==> config.mk <==
export PLATFORM = sky130hd
export DESIGN_NAME = mux2x1_rr_arbiter
export DESIGN_NICKNAME = d
export VERILOG_FILES = /design/src/rtl/mux2x1_rr_arbiter.sv
export SDC_FILE = /design/constraint.sdc
export NUM_CORES = 1
export LEC_CHECK = 0
export ABC_CLOCK_PERIOD_IN_PS = 1400
export BUFFER_PORTS_ARGS = -buffer_cell sky130_fd_sc_hd__buf_2
export CORE_AREA = 2 2 39 41
export CTS_CLUSTER_DIAMETER = 200
export DETAILED_ROUTE_END_ITERATION = 8
export DIE_AREA = 0 0 41 43
export HOLD_SLACK_MARGIN = 0.06
export MAX_ROUTING_LAYER = met4
export PLACE_DENSITY_LB_ADDON = 0.12
export SLEW_MARGIN = 20
export SYNTH_ARGS = -nofsm -noshare
export SYNTH_HDL_FRONTEND = slang
export SYNTH_SLANG_ARGS = --single-unit
==> constraint.sdc <==
create_clock -name clk -period 1.4 [get_ports clk]
set_input_delay 0.07 -clock clk [delete_from_list [all_inputs] [get_ports clk]]
set_output_delay 0.07 -clock clk [all_outputs]
set_load 0.01 [all_outputs]
==> src/rtl/mux2x1_rr_arbiter.sv <==
`default_nettype none
// ============================================================================
// Module      : mux2x1_rr_arbiter
// Description : Round-robin arbiter in front of a 2:1 data mux, with a
//               one-entry registered output stage (valid/ready handshake).
//               Optional grant counters are built when MUX_ARB_GRANT_CNT_EN
//               is defined.
// Revision    : 1.0 - initial release
// ============================================================================
module mux2x1_rr_arbiter #(
  parameter int WIDTH = 4,
  parameter int CNT_W = 8
) (
  input  logic             clk,
  input  logic             rst,
  input  logic             req0,
  input  logic [WIDTH-1:0] i0,
  output logic             gnt0,
  input  logic             req1,
  input  logic [WIDTH-1:0] i1,
  output logic             gnt1,
  output logic             out_valid,
  input  logic             out_ready,
  output logic [WIDTH-1:0] out,
  output logic             sel,
  output logic [CNT_W-1:0] grant_cnt0,
  output logic [CNT_W-1:0] grant_cnt1
);

  typedef enum logic {
    EMPTY = 1'b0,
    FULL  = 1'b1
  } state_t;

  state_t           r_state;
  state_t           w_state_nxt;
  logic             r_prio;
  logic             r_sel;
  logic [WIDTH-1:0] r_out;
  logic             w_load;
  logic             w_winner;

  // A slot opens when the stage is empty or is being drained this edge.
  assign w_load   = ~rst & ((r_state == EMPTY) | out_ready) & (req0 | req1);
  assign w_winner = (req0 & req1) ? r_prio : req1;

  assign gnt0 = w_load & ~w_winner;
  assign gnt1 = w_load &  w_winner;

  always_ff @(posedge clk) begin
    if (rst) begin
      r_state <= EMPTY;
    end else begin
      r_state <= w_state_nxt;
    end
  end

  always_comb begin
    w_state_nxt = r_state;
    if (w_load) begin
      w_state_nxt = FULL;
    end else if ((r_state == FULL) && out_ready) begin
      w_state_nxt = EMPTY;
    end
  end

  always_ff @(posedge clk) begin
    if (rst) begin
      r_out  <= '0;
      r_sel  <= 1'b0;
      r_prio <= 1'b0;
    end else if (w_load) begin
      r_out  <= w_winner ? i1 : i0;
      r_sel  <= w_winner;
      r_prio <= ~w_winner;
    end
  end

  assign out_valid = (r_state == FULL);
  assign out       = r_out;
  assign sel       = r_sel;

`ifdef MUX_ARB_GRANT_CNT_EN
  logic [CNT_W-1:0] r_cnt0;
  logic [CNT_W-1:0] r_cnt1;

  // Saturating counters: hold at all-ones instead of wrapping.
  always_ff @(posedge clk) begin
    if (rst) begin
      r_cnt0 <= '0;
      r_cnt1 <= '0;
    end else begin
      if (gnt0 && (r_cnt0 != '1)) r_cnt0 <= r_cnt0 + CNT_W'(1);
      if (gnt1 && (r_cnt1 != '1)) r_cnt1 <= r_cnt1 + CNT_W'(1);
    end
  end

  assign grant_cnt0 = r_cnt0;
  assign grant_cnt1 = r_cnt1;
`else
  assign grant_cnt0 = '0;
  assign grant_cnt1 = '0;
`endif

endmodule
`default_nettype wire

## Word level (Yosys, flattened, before mapping)

Index checks and enable logic that the tools add are counted.

- Multiplexer cells: 4
- Bitwise operators: 10
- Reductions and logical operators: 2

Operator list:

| operator | number |
|---|---|
| $and A1 B1 Y1 | 5 |
| $mux W4 | 1 |
| $mux W1 | 3 |
| $not A1 Y1 | 3 |
| $or A1 B1 Y1 | 2 |
| $reduce_bool A2 Y1 | 1 |
| $logic_and A1 B1 Y1 | 1 |

- Flip-flop bits (word level): 7
- Output and inout bits: 24

## Depth between registers and ports, before layout

Gate-level depths: netlist of the first run.

- Depth in word-level cells: 5
- Gate-level depth with buffers: 5
- Mapped depth without buffers: 5

## Least setup slack after synthesis of the first run

Ideal clock, no wire load.

- Kind: reg-to-reg
- Start point: register r_state, in the netlist out_valid
- End point: register r_prio
- Arrival: 1198 ps
- Required time: 1283 ps
- Slack: 84 ps
- Cell stages (with the launch flop): 6
- Buffers on the path: 0
- Period minus slack after synthesis: 1316 ps
- Cells stage by stage: dfxtp_1 nor2b_4 or3_1 or2_1 inv_1 nor3_1

- Cells in the longest elaborated chain, start to end: 4

Ends and longest elaborated chain:

| item | RTL line | text |
|---|---|---|
| start, declared | 35 | `state_t r_state;` |
| start signal, assigned | 54 | `r_state <= w_state_nxt;` |
| $not A1 Y1 | 44 | `assign w_load = ~rst & ((r_state == EMPTY) \| out_ready) & (req0 \| req1);` |
| $or A1 B1 Y1 | 44 |  |
| $and A1 B1 Y1 (2 in a row) | 44 |  |
| end signal, assigned | 75 | `r_prio <= ~w_winner;` |
| end, declared | 37 | `logic r_prio;` |

No other way between the ends.
A chain may end at the register's enable or synchronous reset.

## Worst setup path in the final report of the first run

- Start point: register r_state, in the netlist out_valid
- End point: output gnt1

- Cells in the longest elaborated chain, start to end: 5

Ends and longest elaborated chain:

| item | RTL line | text |
|---|---|---|
| $not A1 Y1 | 44 |  |
| $or A1 B1 Y1 | 44 |  |
| $and A1 B1 Y1 (2 in a row) | 44 |  |
| $and A1 B1 Y1 | 48 | `assign gnt1 = w_load & w_winner;` |
| end, declared | 21 | `output logic gnt1,` |

No other way between the ends.

==> results of run 1 <==
[per-stage QoR]
stage               area, µm²  util, %  worst slack (ps)  instances
global route            565.5    40.87            -212.2         94
detailed placement      514.2    37.16             100.7         88
floorplan               496.7        -             84.49         66
global placement        514.2    37.16             115.3         88
CTS                     560.5    40.51            -141.2         94
finish                  565.5    40.87            -137.1         94
[cell type report]
type | count | area [µm²]
Sequential cell | 7 | 141.4
Clock buffer | 4 | 26.28
Fill cell | 152 | 818.3
Multi-Input combinational cell | 40 | 232.7
Timing Repair Buffer | 25 | 137.6
Inverter | 2 | 7.507
Tap cell | 16 | 20.02
[state kept, by name, indices dropped and copies added (netlist names)]
signal	flops
out	4
out_valid	1
r_prio	1
sel	1
[worst min-delay path, delay by kind of cell]
family	cells	cell delay [ps]
buffers and inverters	1	100
and+or+nand+nor	2	120
[power groups by stage]
stage	Combinational, mW	Sequential (mW)	Clock, mW
2_1_floorplan	0.0945	0.237	0
3_3_place_gp	0.121	0.230	0
3_5_place_dp	0.120	0.230	0
4_1_cts	0.126	0.226	0.192
5_1_grt	0.142	0.229	0.209
6_report	0.126	0.226	0.184
[per-layer routing]
metal  vias up  part of all wire (%)  track usage, %
met4         0                  0.77           10.00
met3         2                    10           1.571
met5         -                     0               -
met1       158                    44           13.83
li1        189                     -               -
met2        21                    45           12.81
[cells by family after synthesis]
family,count (synthesis),share of synthesized area (%)
AOI/OAI and AO/OA,6,7.670
buffers and inverters,19,30.11
DFF,7,31.82
muxes,4,9.091
other,1,0.8515
and+or+nand+nor,14,20.46
[cell usage in the layout (no fill, tap or decap)]
cell type / instances
buf_2: 20
clkbuf_1: 1
mux2i_1: 4
dfxtp_1: 6
a21oi_2: 1
nand2_1: 1
or3_4: 1
conb_1: 16
clkbuf_4: 3
nor2b_4: 1
nor3_1: 2
buf_4: 5
o21ai_2: 1
nor2_1: 2
or2_1: 1
inv_1: 2
nor2b_1: 2
dfxtp_2: 1
nand3b_1: 4
o21ai_0: 4
[repair_timing]
item | 4_1_cts | 5_1_grt
pin swaps | 1 | 0
buffers inserted | 2 | 0
resized for setup | 1 | 2
setup endpoints to repair | 2 | 3
[worst max-delay path by stage]
stage	start	to	slack [ps]
after floorplan	out_valid	r_prio	80
after global placement	out_valid	gnt1	120
after detailed placement	out_valid	gnt1	100
after CTS	out_valid	gnt1	-140
after global routing	out_valid	gnt1	-210
final	out_valid	gnt1	-140
==> results.py, run 1 <==
metrics = {
    "floorplanning": {
        "die_w_um": 41,
        "ios": 37,
        "core_um2": 1384,
        "rows": 14,
        "fp.dieArea_um2": 1763,
        "start_util_pct": 31.83,
        "die_h_um": 43,
    },
    "clock_tree": {
        "clk_latency_ps": 250,
        "cts_buffers": 3,
        "cts_tree": "yes",
        "cts_htree_levels": 1,
        "hold_buffers": 0,
        "numClockSinks": 7,
        "clk_path_buf_depth": 2,
        "cts.reportedPaths.clkPinSlew_ps": 50,
        "clockRootBuffer": "clkbuf_4",
    },
    "setup_path": {
        "reg2reg_depth": 6,
        "critPathSlowestCell": "or3_4",
        "critPathMaxStageDelay_ps": 370,
        "required_ps": 1330,
        "rr_startpoint": "out_valid",
        "worstSetupEndpointType": "output pin",
        "path_delay_family": "simple AND/OR/NAND/NOR gates",
        "crit_cells": 5,
        "crit_chain": "nor2b_4, or3_4, or2_1, inv_1, buf_2",
        "rr_endpoint": "r_prio",
        "path_max_fanout": 3,
        "reg2reg_slack_ps": 70,
        "cp_data_arrival_time_ps": 1470,
        "cp-start-kind": "flop",
        "critPathKind": "reg -> out",
        "crit_buf_inv": 2,
    },
    "timing": {
        "setup_viol": 2,
        "hold_violations": 0,
        "skew_ps": 0.6734,
        "drv_slew": 0,
        "rsz0062_at_grt": "yes",
        "finalCriticalPeriod_ps": 1537,
        "fmax_mhz": 650.6,
        "layout_setup_ws_ps": -137.1,
        "fin_crit_sh_pct": 109.8,
        "fin_tns_setup_ps": -236.5,
        "whs_ps": 68.61,
    },
    "job": {
        "max-cap-violations": 0,
    },
    "run_status": {
        "violations": "setup timing",
        "status": "finished, violations left",
    },
    "placed_design": {
        "portBuffers": 20,
        "gp_congestion": 0.5761,
        "hpwl_um": 621,
    },
    "power": {
        "worst_ir_drop_vdd_v": 0.0004551,
        "finalPower_mw": 0.5358,
        "switching_share_pct": 28.21,
        "p_leak_nw": 0.3169,
        "cellPowerDensity_nw_per_um2": 947.5,
        "combPwrFrac_pct": 23.5,
        "clock_power_share_pct": 34.3,
        "switching_power_mw": 0.1511,
        "power_frac_seq_pct": 42.1,
        "p_int_mw": 0.3847,
    },
    "hold_path": {
        "holdCritStartpoint": "req0",
        "min_path_cells": 3,
        "holdPathEnd": "out_valid",
        "worstHoldPathType": "in -> reg",
    },
    "detailed_routing": {
        "drc": 0,
        "antenna_left": 0,
        "finalWirelength_um": 778,
        "vias": 370,
        "via_per_inst": 3.936,
        "wl_per_cell_um": 8.277,
        "detail_route.iter0.violations": 4,
        "drtPass1Iterations": 3,
    },
    "synthesis": {
        "synth_seq_cells": 7,
        "synth_edf_count": 0,
        "yosys_warnings": 0,
        "yosys_most_used_dff": "dfxtp_1",
        "synth_most_common_cell": "buf_4",
        "synth_commonest_cells": "16 x buf_4, 7 x dfxtp_1, 4 x mux2i_1, 4 x nand3b_1, 4 x o21ai_0",
        "yosys.area.top_type_share_pct": 31.82,
        "ys_types": 17,
        "syn_area_per_cell_um2": 8.636,
        "synthesis.area_um2": 440.4,
        "async_flop_share_pct": 0,
        "ys_seq_area_share_pct": 31.82,
        "synth_largest_area_cell": "dfxtp_1",
        "syn_inst": 51,
        "synth.area.top_cells": "dfxtp_1 32%, buf_4 27%, mux2i_1 9.1%",
    },
    "layout": {
        "nets": 92,
        "diodes": 0,
        "drive_gt1_share_pct": 42.31,
        "syn2layout_area_growth_pct": 28.41,
    },
    "grt": {
        "grt-ovfl-total": 0,
        "grt_pass1_wl_um": 1173,
        "grt_usage_pct": 10.49,
        "grt_max_degree": 8,
        "first_global_vias": 291,
        "antenna_found_initial": 0,
    },
}
Note: power is estimated with default switching activity, not from simulation.
==> inputs of run 2 (changes only) <==
ABC_AREA = 1   (was default)
CORE_AREA = default   (was 2 2 39 41)
CORE_MARGIN = 1.5   (was default)
CORE_UTILIZATION = 38   (was default)
DIE_AREA = default   (was 0 0 41 43)
==> results.py, run 2 <==
metrics = {
    "run_status": {
        "status": "complete, no violations",
    },
    "floorplanning": {
        "core_um2": 1285,
        "fp.dieArea_um2": 1583,
        "ios": 37,
        "die_h_um": 39.79,
        "start_util_pct": 40.02,
        "rows": 13,
        "die_w_um": 39.79,
    },
    "grt": {
        "grt_pass1_wl_um": 1414,
        "antenna_found_initial": 0,
        "grt-ovfl-total": 0,
        "grt_max_degree": 9,
        "first_global_vias": 356,
        "grt_usage_pct": 14.53,
    },
    "placed_design": {
        "hpwl_um": 722.4,
        "portBuffers": 20,
        "gp_congestion": 0.7271,
        "dp_cells": 106,
    },
    "detailed_routing": {
        "drtPass1Iterations": 4,
        "antenna_left": 0,
        "top_layer": "met4",
        "via_per_inst": 4.108,
        "wl_met1_um": 395,
        "drc": 0,
        "vias": 456,
        "wl_met2_um": 384,
        "wl_per_cell_um": 7.919,
        "wl_met3_um": 79,
        "finalWirelength_um": 879,
        "detail_route.iter0.violations": 7,
    },
    "layout": {
        "nets": 110,
        "diodes": 0,
        "largest_reg_flops": 4,
        "fin_cells": 111,
        "layout_commonest_cell": "buf_2",
        "fin_util_pct": 47.13,
        "fill_cells": 137,
        "syn2layout_area_growth_pct": 17.76,
        "final_cell_mix": "20 x buf_2, 16 x conb_1, 14 x nand2_1",
        "drive_gt1_share_pct": 38.54,
    },
    "synthesis": {
        "async_flop_share_pct": 0,
        "syn_area_per_cell_um2": 7.142,
        "synth_most_common_cell": "buf_4",
        "yosys.area.top_type_share_pct": 27.25,
        "synth.area.top_cells": "dfxtp_1 27%, buf_4 23%, nand2_1 10%",
        "synth_commonest_cells": "16 x buf_4, 14 x nand2_1, 8 x nand3_1",
        "synth_edf_count": 0,
        "synth_seq_cells": 7,
        "synth_largest_area_cell": "dfxtp_1",
        "syn_inst": 72,
        "ys_seq_area_share_pct": 27.25,
        "yosys_most_used_dff": "dfxtp_1",
        "yosys_warnings": 0,
        "ys_types": 14,
        "synthesis.area_um2": 514.2,
    },
    "clock_tree": {
        "cts.reportedPaths.clkPinSlew_ps": 60,
        "numClockSinks": 7,
        "cts_htree_levels": 1,
        "clockRootBuffer": "clkbuf_4",
        "cts_buffers": 3,
        "cts_tree": "yes",
        "postCtsSetupBuffers": 0,
        "clk_latency_ps": 260,
        "clk_path_buf_depth": 2,
    },
    "timing": {
        "drv_slew": 0,
        "setup_viol": 0,
        "fin_tns_setup_ps": 0,
        "fmax_mhz": 788.9,
        "hold_violations": 0,
        "rsz0062_at_grt": "no",
        "skew_ps": 5.705,
        "finalCriticalPeriod_ps": 1268,
        "fin_crit_sh_pct": 90.54,
    },
    "power": {
        "cellPowerDensity_nw_per_um2": 932.6,
        "p_leak_nw": 0.3732,
        "combPwrFrac_pct": 25.8,
        "power_frac_seq_pct": 40.3,
        "finalPower_mw": 0.5648,
        "p_int_mw": 0.3826,
        "worst_ir_drop_vdd_v": 0.0004481,
        "switching_power_mw": 0.1821,
        "switching_share_pct": 32.25,
        "clock_power_share_pct": 33.9,
    },
    "hold_path": {
        "min_path_cells": 5,
        "worstHoldPathType": "in -> reg",
        "holdCritStartpoint": "i0[3]",
        "holdPathEnd": "out[3]",
    },
    "setup_path": {
        "cp-start-kind": "flop",
        "reg2reg_depth": 6,
        "reg2reg_slack_ps": 450,
        "rr_endpoint": "sel",
        "crit_chain": "inv_2, nand2_2, nand2_1, inv_2, nor2_2, buf_2",
        "critPathKind": "reg -> out",
        "required_ps": 1330,
        "crit_buf_inv": 3,
        "path_delay_family": "simple AND/OR/NAND/NOR gates",
        "path_max_fanout": 6,
        "worstSetupEndpointType": "output pin",
        "cp_data_arrival_time_ps": 1200,
        "critPathMaxStageDelay_ps": 300,
        "rr_startpoint": "r_prio",
        "cpMostUsedCell": "inv_2",
        "critPathSlowestCell": "dfxtp_1",
    },
    "job": {
        "max-cap-violations": 0,
    },
}
run 2: timing repair:
item	in CTS	in global routing
resized for setup	0	0
endpoints found under the hold margin	1	0
hold buffers	1	0
run 2: worst min-delay path: stages:
cell	delay, ps
buf_2	80
inv_1	30
nand2_1	50
nand3_1	70
nand2_1	50
run 2: how the worst max path moves through the flow:
stage / startpoint / to / slack (ps) / depth (start not counted)
2_1_floorplan: r_prio / sel / 460 / 6
3_3_place_gp: r_prio / gnt1 / 420 / 5
3_5_place_dp: r_prio / gnt0 / 400 / 6
4_1_cts: r_prio / gnt0 / 120 / 6
5_1_grt: r_prio / gnt0 / 30 / 6
6_report: r_prio / gnt0 / 130 / 6
run 2: cells by family (layout without fill, tap and decap cells):
family	after synthesis	count (layout)	synth area share, %
simple gates	35	35	38.93
buf+inv	28	37	32.12
flops	7	7	27.25
other cells	1	16	0.7292
compound gates	1	1	0.9723
run 2: cell type report:
class	count	area, µm²	share of cell area, %
tap	15	18.77	3.099
sequential	7	140.1	23.14
multi-input combinational	52	265.3	43.80
timing repair buffer	21	110.1	18.18
inverter	12	45.04	7.438
clock buffer	4	26.28	4.339
run 2: metal layers:
| layer | global-route usage [%] | up-vias |
|---|---|---|
| met4 | 7.759 | 0 |
| met5 | - | - |
| met1 | 16.16 | 187 |
| met2 | 22.54 | 29 |
| met3 | 5.114 | 3 |
| li1 | - | 237 |
run 2: stage by stage:
| stage | instance area, µm² | worst slack (ps) | hold slack (ps) |
|---|---|---|---|
| 3_3_place_gp | 569.3 | 417.3 | 250.7 |
| 2_1_floorplan | 570.5 | 455.1 | 139.1 |
| 6_report | 605.6 | 132.5 | 121.8 |
| 3_5_place_dp | 569.3 | 401.0 | 254.0 |
| 5_1_grt | 605.6 | 27.41 | 145.9 |
| 4_1_cts | 605.6 | 117.0 | 122.0 |
run 2: power by group through the flow:
stage	Sequential (mW)	Clock (mW)	Combinational, mW
after floorplan	0.241	0	0.120
after global placement	0.232	0	0.144
after detailed placement	0.232	0	0.144
after CTS	0.228	0.197	0.147
after global routing	0.230	0.208	0.168
final	0.228	0.192	0.146
==> inputs of run 3 (changes only) <==
CAP_MARGIN = 10   (was default)
CELL_PAD_IN_SITES_DETAIL_PLACEMENT = 0   (was default)
CELL_PAD_IN_SITES_GLOBAL_PLACEMENT = 1   (was default)
CORE_UTILIZATION = 25   (was 38)
==> results.py, run 3 (synthesis results as in run 2) <==
metrics = {
    "run_status": {
        "status": "complete, no violations",
    },
    "detailed_routing": {
        "vias": 445,
        "antenna_left": 0,
        "via_per_inst": 3.618,
        "drc": 0,
        "drtPass1Iterations": 2,
        "detail_route.iter0.violations": 2,
        "wl_per_cell_um": 7.846,
        "finalWirelength_um": 965,
    },
    "setup_path": {
        "crit_buf_inv": 3,
        "critPathKind": "reg -> out",
        "worstSetupEndpointType": "output pin",
        "cp-start-kind": "flop",
        "rr_endpoint": "out[2]",
        "path_delay_family": "simple AND/OR/NAND/NOR gates",
        "reg2reg_slack_ps": 430,
        "required_ps": 1330,
        "critPathMaxStageDelay_ps": 300,
        "reg2reg_depth": 6,
        "crit_chain": "inv_2, nand2_2, nand2_1, inv_2, nor2_2, buf_2",
        "cpMostUsedCell": "inv_2",
        "cp_data_arrival_time_ps": 1200,
        "critPathSlowestCell": "dfxtp_1",
        "rr_startpoint": "r_prio",
        "path_max_fanout": 6,
    },
    "hold_path": {
        "min_path_cells": 5,
        "worstHoldPathType": "in -> reg",
        "holdCritStartpoint": "i0[0]",
        "holdPathEnd": "out[0]",
    },
    "timing": {
        "rsz0062_at_grt": "no",
        "setup_viol": 0,
        "fin_crit_sh_pct": 90.80,
        "hold_violations": 0,
        "fmax_mhz": 786.6,
        "whs_ps": 121.4,
        "skew_ps": 6.514,
        "drv_slew": 0,
        "fin_tns_setup_ps": 0,
        "finalCriticalPeriod_ps": 1271,
    },
    "layout": {
        "ff_latch_area_um2": 140.1,
        "final_cell_mix": "20 x buf_2, 16 x conb_1, 14 x nand2_1",
        "multi_input_area_um2": 265.3,
        "diodes": 0,
        "nets": 110,
        "syn2layout_area_growth_pct": 20.68,
        "drive_gt1_share_pct": 38.54,
        "largest_reg_flops": 4,
        "fill_cells": 238,
        "layout_commonest_cell": "buf_2",
    },
    "floorplanning": {
        "core_um2": 1942,
        "die_w_um": 48.36,
        "ios": 37,
        "fp.dieArea_um2": 2338,
        "rows": 16,
        "start_util_pct": 26.48,
        "die_h_um": 48.36,
    },
    "grt": {
        "antenna_found_initial": 0,
        "grt_usage_pct": 9.684,
        "grt-ovfl-total": 0,
        "grt_max_degree": 9,
        "first_global_vias": 387,
        "grt_pass1_wl_um": 1649,
    },
    "clock_tree": {
        "clk_latency_ps": 250,
        "cts.reportedPaths.clkPinSlew_ps": 50,
        "numClockSinks": 7,
        "cts_tree": "yes",
        "cts_htree_levels": 1,
        "cts_buffers": 3,
        "postCtsSetupBuffers": 0,
        "clk_path_buf_depth": 2,
        "clockRootBuffer": "clkbuf_4",
    },
    "power": {
        "cellPowerDensity_nw_per_um2": 894.5,
        "worst_ir_drop_vdd_v": 0.0003803,
        "p_leak_nw": 0.3732,
    },
    "placed_design": {
        "portBuffers": 20,
        "gp_congestion": 0.6756,
        "hpwl_um": 799.3,
    },
    "job": {
        "max-cap-violations": 0,
    },
}
-- run 3: cell counts in the layout (fill, tap and decap cells not counted) --
No cell type changed its count.
-- run 3: per-stage QoR --
stage	total power, mW	worst slack (ps)	utilization, %	instance area, µm²	instances
finish	0.5552	128.8	31.96	620.6	123
global route	0.6050	20.28	31.96	620.6	123
CTS	0.5692	98.68	31.96	620.6	123
detailed placement	0.3785	382.9	30.09	584.3	118
global placement	0.3786	388.8	30.09	584.3	118
floorplan	0.3612	455.1	-	570.5	87
-- run 3: routing by layer --
metal  up-vias  GRT usage [%]  part of all wire, %
met4         0          4.286                 0.73
met1       185          11.90                   46
met2        24          12.96                   42
met3         2          5.247                   10
li1        234              -                    -
met5         -              -                    0
-- run 3: where the power goes --
group	internal (mW)	switching (mW)	total, mW
logic	0.0542	0.0924	0.147
clock network	0.109	0.0723	0.181
registers	0.219	0.00825	0.228
total	0.382	0.173	0.555
-- run 3: worst max-delay path by stage --
stage	from	end	slack, ps	cells after the start
floorplan	r_prio	sel	460	6
global placement	r_prio	gnt0	390	6
detailed placement	r_prio	gnt0	380	6
CTS	r_prio	gnt0	100	6
global route	r_prio	gnt0	20	6
finish	r_prio	gnt0	130	6
-- run 3: layout make-up --
cell class | instances | area share [%]
Clock buffer | 4 | 4.234
Inverter | 12 | 7.258
Multi-Input combinational cell | 52 | 42.74
Sequential cell | 7 | 22.58
Tap cell | 27 | 5.444
Timing Repair Buffer | 21 | 17.74
-- run 3: worst min-delay path, delay by kind of cell --
family | cells | cell delay [ps]
buffers and inverters | 2 | 100
and+or+nand+nor | 3 | 170
-- run 3: what timing repair did --
item	4_1_cts	5_1_grt
endpoints found under the hold margin	1	0
hold buffers	1	0
resized for setup	0	0
